`src/rtl/mode_counter.sv`:
```
// Parametrised up/down counter with a power-of-two prescaler, programmable wrap
// limit, optional saturation at the boundaries and a registered terminal-count pulse.
module mode_counter #(
  parameter int SIZE     = 8,
  parameter int DIV      = 0,
  parameter int TOP      = 0,
  parameter int SATURATE = 0
) (
  input  logic            clk,
  input  logic            rst,
  input  logic            en,
  input  logic            up,
  input  logic            load,
  input  logic [SIZE-1:0] load_value,
  output logic [SIZE-1:0] value,
  output logic            tc
);

  // With DIV=0 a 1-bit prescaler pinned at zero makes every enabled cycle a step.
  localparam int              PW      = (DIV > 0) ? DIV : 1;
  localparam logic [PW-1:0]   PRE_MAX = (DIV > 0) ? {PW{1'b1}} : PW'(0);
  localparam logic [PW-1:0]   PRE_ONE = PW'(1);
  localparam logic [SIZE-1:0] LIMIT   = (TOP != 0) ? SIZE'(TOP) : {SIZE{1'b1}};
  localparam logic [SIZE-1:0] ZERO    = SIZE'(0);
  localparam logic [SIZE-1:0] ONE     = SIZE'(1);
  localparam logic            SAT     = (SATURATE != 0) ? 1'b1 : 1'b0;

  logic [PW-1:0]   r_pre;
  logic [SIZE-1:0] r_value;
  logic            r_tc;

  logic [PW-1:0]   w_pre_nxt;
  logic [SIZE-1:0] w_value_nxt;
  logic            w_tc_nxt;
  logic            w_step;
  logic [SIZE:0]   w_up_res;
  logic [SIZE:0]   w_dn_res;

  // Returns {tc, next value} for an upward step.
  function automatic logic [SIZE:0] step_up(input logic [SIZE-1:0] v);
    logic [SIZE:0] res;
    if (v >= LIMIT) begin
      res = {1'b1, (SAT ? LIMIT : ZERO)};
    end else begin
      res = {1'b0, v + ONE};
    end
    return res;
  endfunction

  // Returns {tc, next value} for a downward step; values above LIMIT walk down normally.
  function automatic logic [SIZE:0] step_down(input logic [SIZE-1:0] v);
    logic [SIZE:0] res;
    if (v == ZERO) begin
      res = {1'b1, (SAT ? ZERO : LIMIT)};
    end else begin
      res = {1'b0, v - ONE};
    end
    return res;
  endfunction

  assign w_step   = en && (r_pre == PRE_MAX);
  assign w_up_res = step_up(r_value);
  assign w_dn_res = step_down(r_value);

  // Next-state selection: load beats step beats hold.
  always_comb begin
    w_pre_nxt   = r_pre;
    w_value_nxt = r_value;
    w_tc_nxt    = 1'b0;
    if (load) begin
      w_pre_nxt   = PW'(0);
      w_value_nxt = load_value;
    end else if (en) begin
      w_pre_nxt = (r_pre == PRE_MAX) ? PW'(0) : (r_pre + PRE_ONE);
      if (w_step) begin
        if (up) begin
          w_value_nxt = w_up_res[SIZE-1:0];
          w_tc_nxt    = w_up_res[SIZE];
        end else begin
          w_value_nxt = w_dn_res[SIZE-1:0];
          w_tc_nxt    = w_dn_res[SIZE];
        end
      end else begin
        w_value_nxt = r_value;
      end
    end else begin
      w_pre_nxt = r_pre;
    end
  end

  // State registers with synchronous reset.
  always_ff @(posedge clk) begin
    if (rst) begin
      r_pre   <= PW'(0);
      r_value <= ZERO;
      r_tc    <= 1'b0;
    end else begin
      r_pre   <= w_pre_nxt;
      r_value <= w_value_nxt;
      r_tc    <= w_tc_nxt;
    end
  end

  assign value = r_value;
  assign tc    = r_tc;

endmodule

```
`config.mk`:
```
export PLATFORM = sky130hd
export DESIGN_NAME = mode_counter
export DESIGN_NICKNAME = d
export VERILOG_FILES = /design/src/rtl/mode_counter.sv
export SDC_FILE = /design/constraint.sdc
export NUM_CORES = 1
export LEC_CHECK = 0
export BUFFER_PORTS_ARGS = -buffer_cell sky130_fd_sc_hd__clkbuf_2
export CAP_MARGIN = 5
export CORE_MARGIN = 2
export CORE_UTILIZATION = 45
export CTS_BUF_LIST = sky130_fd_sc_hd__clkbuf_4 sky130_fd_sc_hd__clkbuf_8
export DETAILED_ROUTE_END_ITERATION = 8
export PLACE_DENSITY = 0.73
export SKIP_LAST_GASP = 1
export SLEW_MARGIN = 20
export SYNTH_ARGS = -nofsm -noshare
export SYNTH_HDL_FRONTEND = slang
export SYNTH_SLANG_ARGS = --single-unit
```
`constraint.sdc`:
```
create_clock -name clk -period 1.9 [get_ports clk]
set_input_delay 0.19 -clock clk [delete_from_list [all_inputs] [get_ports clk]]
set_output_delay 0.19 -clock clk [all_outputs]
set_load 0.02 [all_outputs]
```
==> reports/summary.log <==
qor: status.run_status finished, final reports clean
qor: routing.route.detailed.vias_per_inst 5.88
qor: cts.post_cts_setup_buffer_count 0
qor: routing.routed-via-count 918
qor: global_route.grt_first_pass_wirelength 3480 um
qor: finish.post_layout_nets 148
qor: die.core_area 1730 um^2
qor: synthesis.postSynthRegisterBits 9
qor: cts.cts_root_buffer clkbuf_4
qor: global_route.gr-usage-all-layers 0.223
qor: die.die-width 46.8 um
qor: die.area_of_the_die 2190 um^2
qor: finish.syn2layout_area_growth 21.5%
qor: cts.cts-buffers-inserted 3
qor: synthesis.number_of_enable_type_register_cells_in_the_synthesized_netlist 0
qor: synthesis.cell_count_after_synthesis 110
qor: finish.summed_area_of_non_filler_cells_in_the_final_layout 1000 um^2
qor: synthesis.syn-cell-area 826 um^2
qor: pwr.vdd_ir_drop_max 0.000420 V
qor: sta.share_of_the_clock_period_used_by_the_worst_path_after_layout 0.951
qor: sta.final_hold_viol_count 0
qor: synthesis.synth-seq-area-share 0.218
qor: placed_design.place_congestion 0.884
qor: die.die-height 46.8 um
qor: sta.fin_hold_ws 0.151 ns
qor: placed_design.number_of_buffer_cells_added_on_primary_ports 21
qor: placed_design.dpl-instance-area 973 um^2
qor: cts.tritoncts_num_sinks 9
qor: finish.register_area 185 um^2
qor: placed_design.detailed_place_hpwl 1640 um
qor: cts.clockBufferDepth 2
qor: pwr.p_leak 0.442 nW
qor: sta.fin_setup_tns 0 ns
qor: routing.drc 0
qor: run.maxCapViolCount 0
qor: routing.first_pass_iters 4
qor: routing.drt-total-wl 2200 um
qor: pwr.cellPowerDensity 618 nW/um^2
qor: worst_setup_path.worstSetupStartpointType register
qor: cts.path_clk_slew 0.07 ns
qor: synthesis.synth_top_flop_cell dfxtp_1
qor: synthesis.asyncSetResetFlopFracSynth 0
qor: cts.cts_hold_buffers 0
qor: sta.achievable-frequency 553 MHz
qor: routing.final_antenna_net_count 0
qor: routing.wl_per_cell 14.1 um
qor: cts.tritoncts done
qor: cts.cts_htree_levels 1
qor: hold_path.min-delay-path-class input port to register
qor: die.start_util 0.478
qor: worst_setup_path.critical_path_peak_fanout 7
qor: sta.timing.final.crit_period 1.81 ns
qor: worst_setup_path.critPathArrivalTime 2.00 ns
qor: synthesis.syn-num-nets 126
qor: sta.max_slew_margin 0.680
qor: sta.worst_clock_skew 0.00696 ns
qor: synthesis.avgSynthCellArea 7.51 um^2
qor: worst_setup_path.timing.setup.critical_path_class register to register
qor: sta.setup_repair_after_global_routing_missed_its_margin no
qor: finish.area_used_by_multi_input_combinational_logic 562 um^2
qor: finish.diodes 0
qor: routing.dr.first_iter.drc_count 21
qor: sta.setup_viol_count_final 0
qor: die.design.portCount 22
qor: synthesis.yosysUniqueCellTypes 47
qor: worst_setup_path.worst_setup_path_end_kind register
qor: synthesis.ys_warn_count 0
qor: global_route.pin_count_of_the_biggest_net_entering_global_routing 16
qor: finish.proportion_of_layout_cells_with_a_drive_suffix_above_1 0.321
qor: cts.post_cts_resized 0
qor: sta.tightestPinTransition 0.479 ns
qor: finish.fill_cells 173
qor: global_route.grt_pass1_vias 801
qor: global_route.grt_antenna_before_repair 0
qor: global_route.overflow 0
qor: die.core.rowCount 15
qor: worst_setup_path.cp.required 2.09 ns
qor: sta.timing.final.max_slew_violations 0
qor: cts.clock_latency_on_the_worst_skew_pair 0.27 ns
-- cell type report --
type | count | share of cell area
Multi-Input combinational cell | 81 | 0.560
Sequential cell | 9 | 0.185
Timing Repair Buffer | 29 | 0.165
Tap cell | 25 | 0.0312
Clock buffer | 4 | 0.0299
Inverter | 8 | 0.0299
-- cell usage after synthesis, types with 2 or more instances --
cell type	n	area [um^2]
a21oi_1	10	50.1
dfxtp_1	9	180
clkbuf_1	8	30.0
inv_1	8	30.0
nor2_1	6	22.5
nor3_1	5	25.0
o21ai_0	5	25.0
a31oi_1	4	25.0
nand3_1	4	20.0
ha_1	3	37.5
nand4_1	3	18.8
a211o_1	2	17.5
and2_1	2	12.5
and3_1	2	12.5
nand2b_1	2	12.5
o21ai_1	2	10.0
o21bai_1	2	15.0
o41ai_1	2	17.5
or4_1	2	15.0
xnor2_1	2	17.5
-- flip-flops by register name, indices dropped and copies added, names as in the netlist --
| signal | cells |
|---|---|
| value | 8 |
| tc | 1 |
-- logic make-up (layout without fill, tap and decap cells) --
kind of cell / count (synthesis) / count (layout) / share of synthesized area
compound gates: 40 / 40 / 0.338
xor+xnor: 3 / 3 / 0.0318
fa+ha+maj: 3 / 3 / 0.0455
buf+inv: 20 / 41 / 0.106
flops: 9 / 9 / 0.218
mux: 2 / 2 / 0.0258
simple gates: 33 / 33 / 0.235
-- layer usage --
metal	global-route usage	vias to the layer above	routed length [um]
li1	-	457	-
met1	0.284	417	999
met2	0.345	38	1030
met3	0.0731	6	142
met4	0.0944	0	29
met5	0	-	0
-- cells in the final DEF, fill, tap and decap left out, types with 3 or more instances in the layout --
master / n
a21oi_1: 10
a31oi_1: 4
buf_4: 8
clkbuf_2: 21
clkbuf_4: 4
dfxtp_1: 7
ha_1: 3
inv_1: 8
nand3_1: 4
nand4_1: 3
nor2_1: 6
nor3_1: 5
o21ai_0: 5
-- worst max-delay path, stage by stage (launching register included) --
cell      delay (ns)
dfxtp_4         0.34
or4_4           0.58
a211o_1         0.29
a221o_1         0.32
a221oi_2        0.20
-- worst paths after layout --
kind | startpoint | cells past startpoint | endpoint | slack [ns]
worst min-delay path | load_value[6] | 3 | value[6] | 0.15
worst min register to register | value[5] | 2 | value[5] | 0.59
worst max register to register | value[2] | 4 | value[6] | 0.09
worst max-delay path | value[2] | 4 | value[6] | 0.09
-- stage by stage --
step	setup WS [ns]	std cells	total power, mW	utilization
after floorplan	-0.0788	110	0.392	-
after global placement	0.127	152	0.446	0.564
after detailed placement	0.0957	152	0.450	0.564
after CTS	0.0885	156	0.621	0.581
after global routing	0.0525	156	0.656	0.581
final	0.0932	156	0.620	0.581
-- power by group --
| group | switching (mW) | total (mW) | internal [mW] |
|---|---|---|---|
| clock | 0.0754 | 0.171 | 0.0956 |
| sequential | 0.0197 | 0.223 | 0.204 |
| combinational | 0.129 | 0.226 | 0.0969 |
| total | 0.224 | 0.620 | 0.396 |
(Power assumes the default switching activity.)
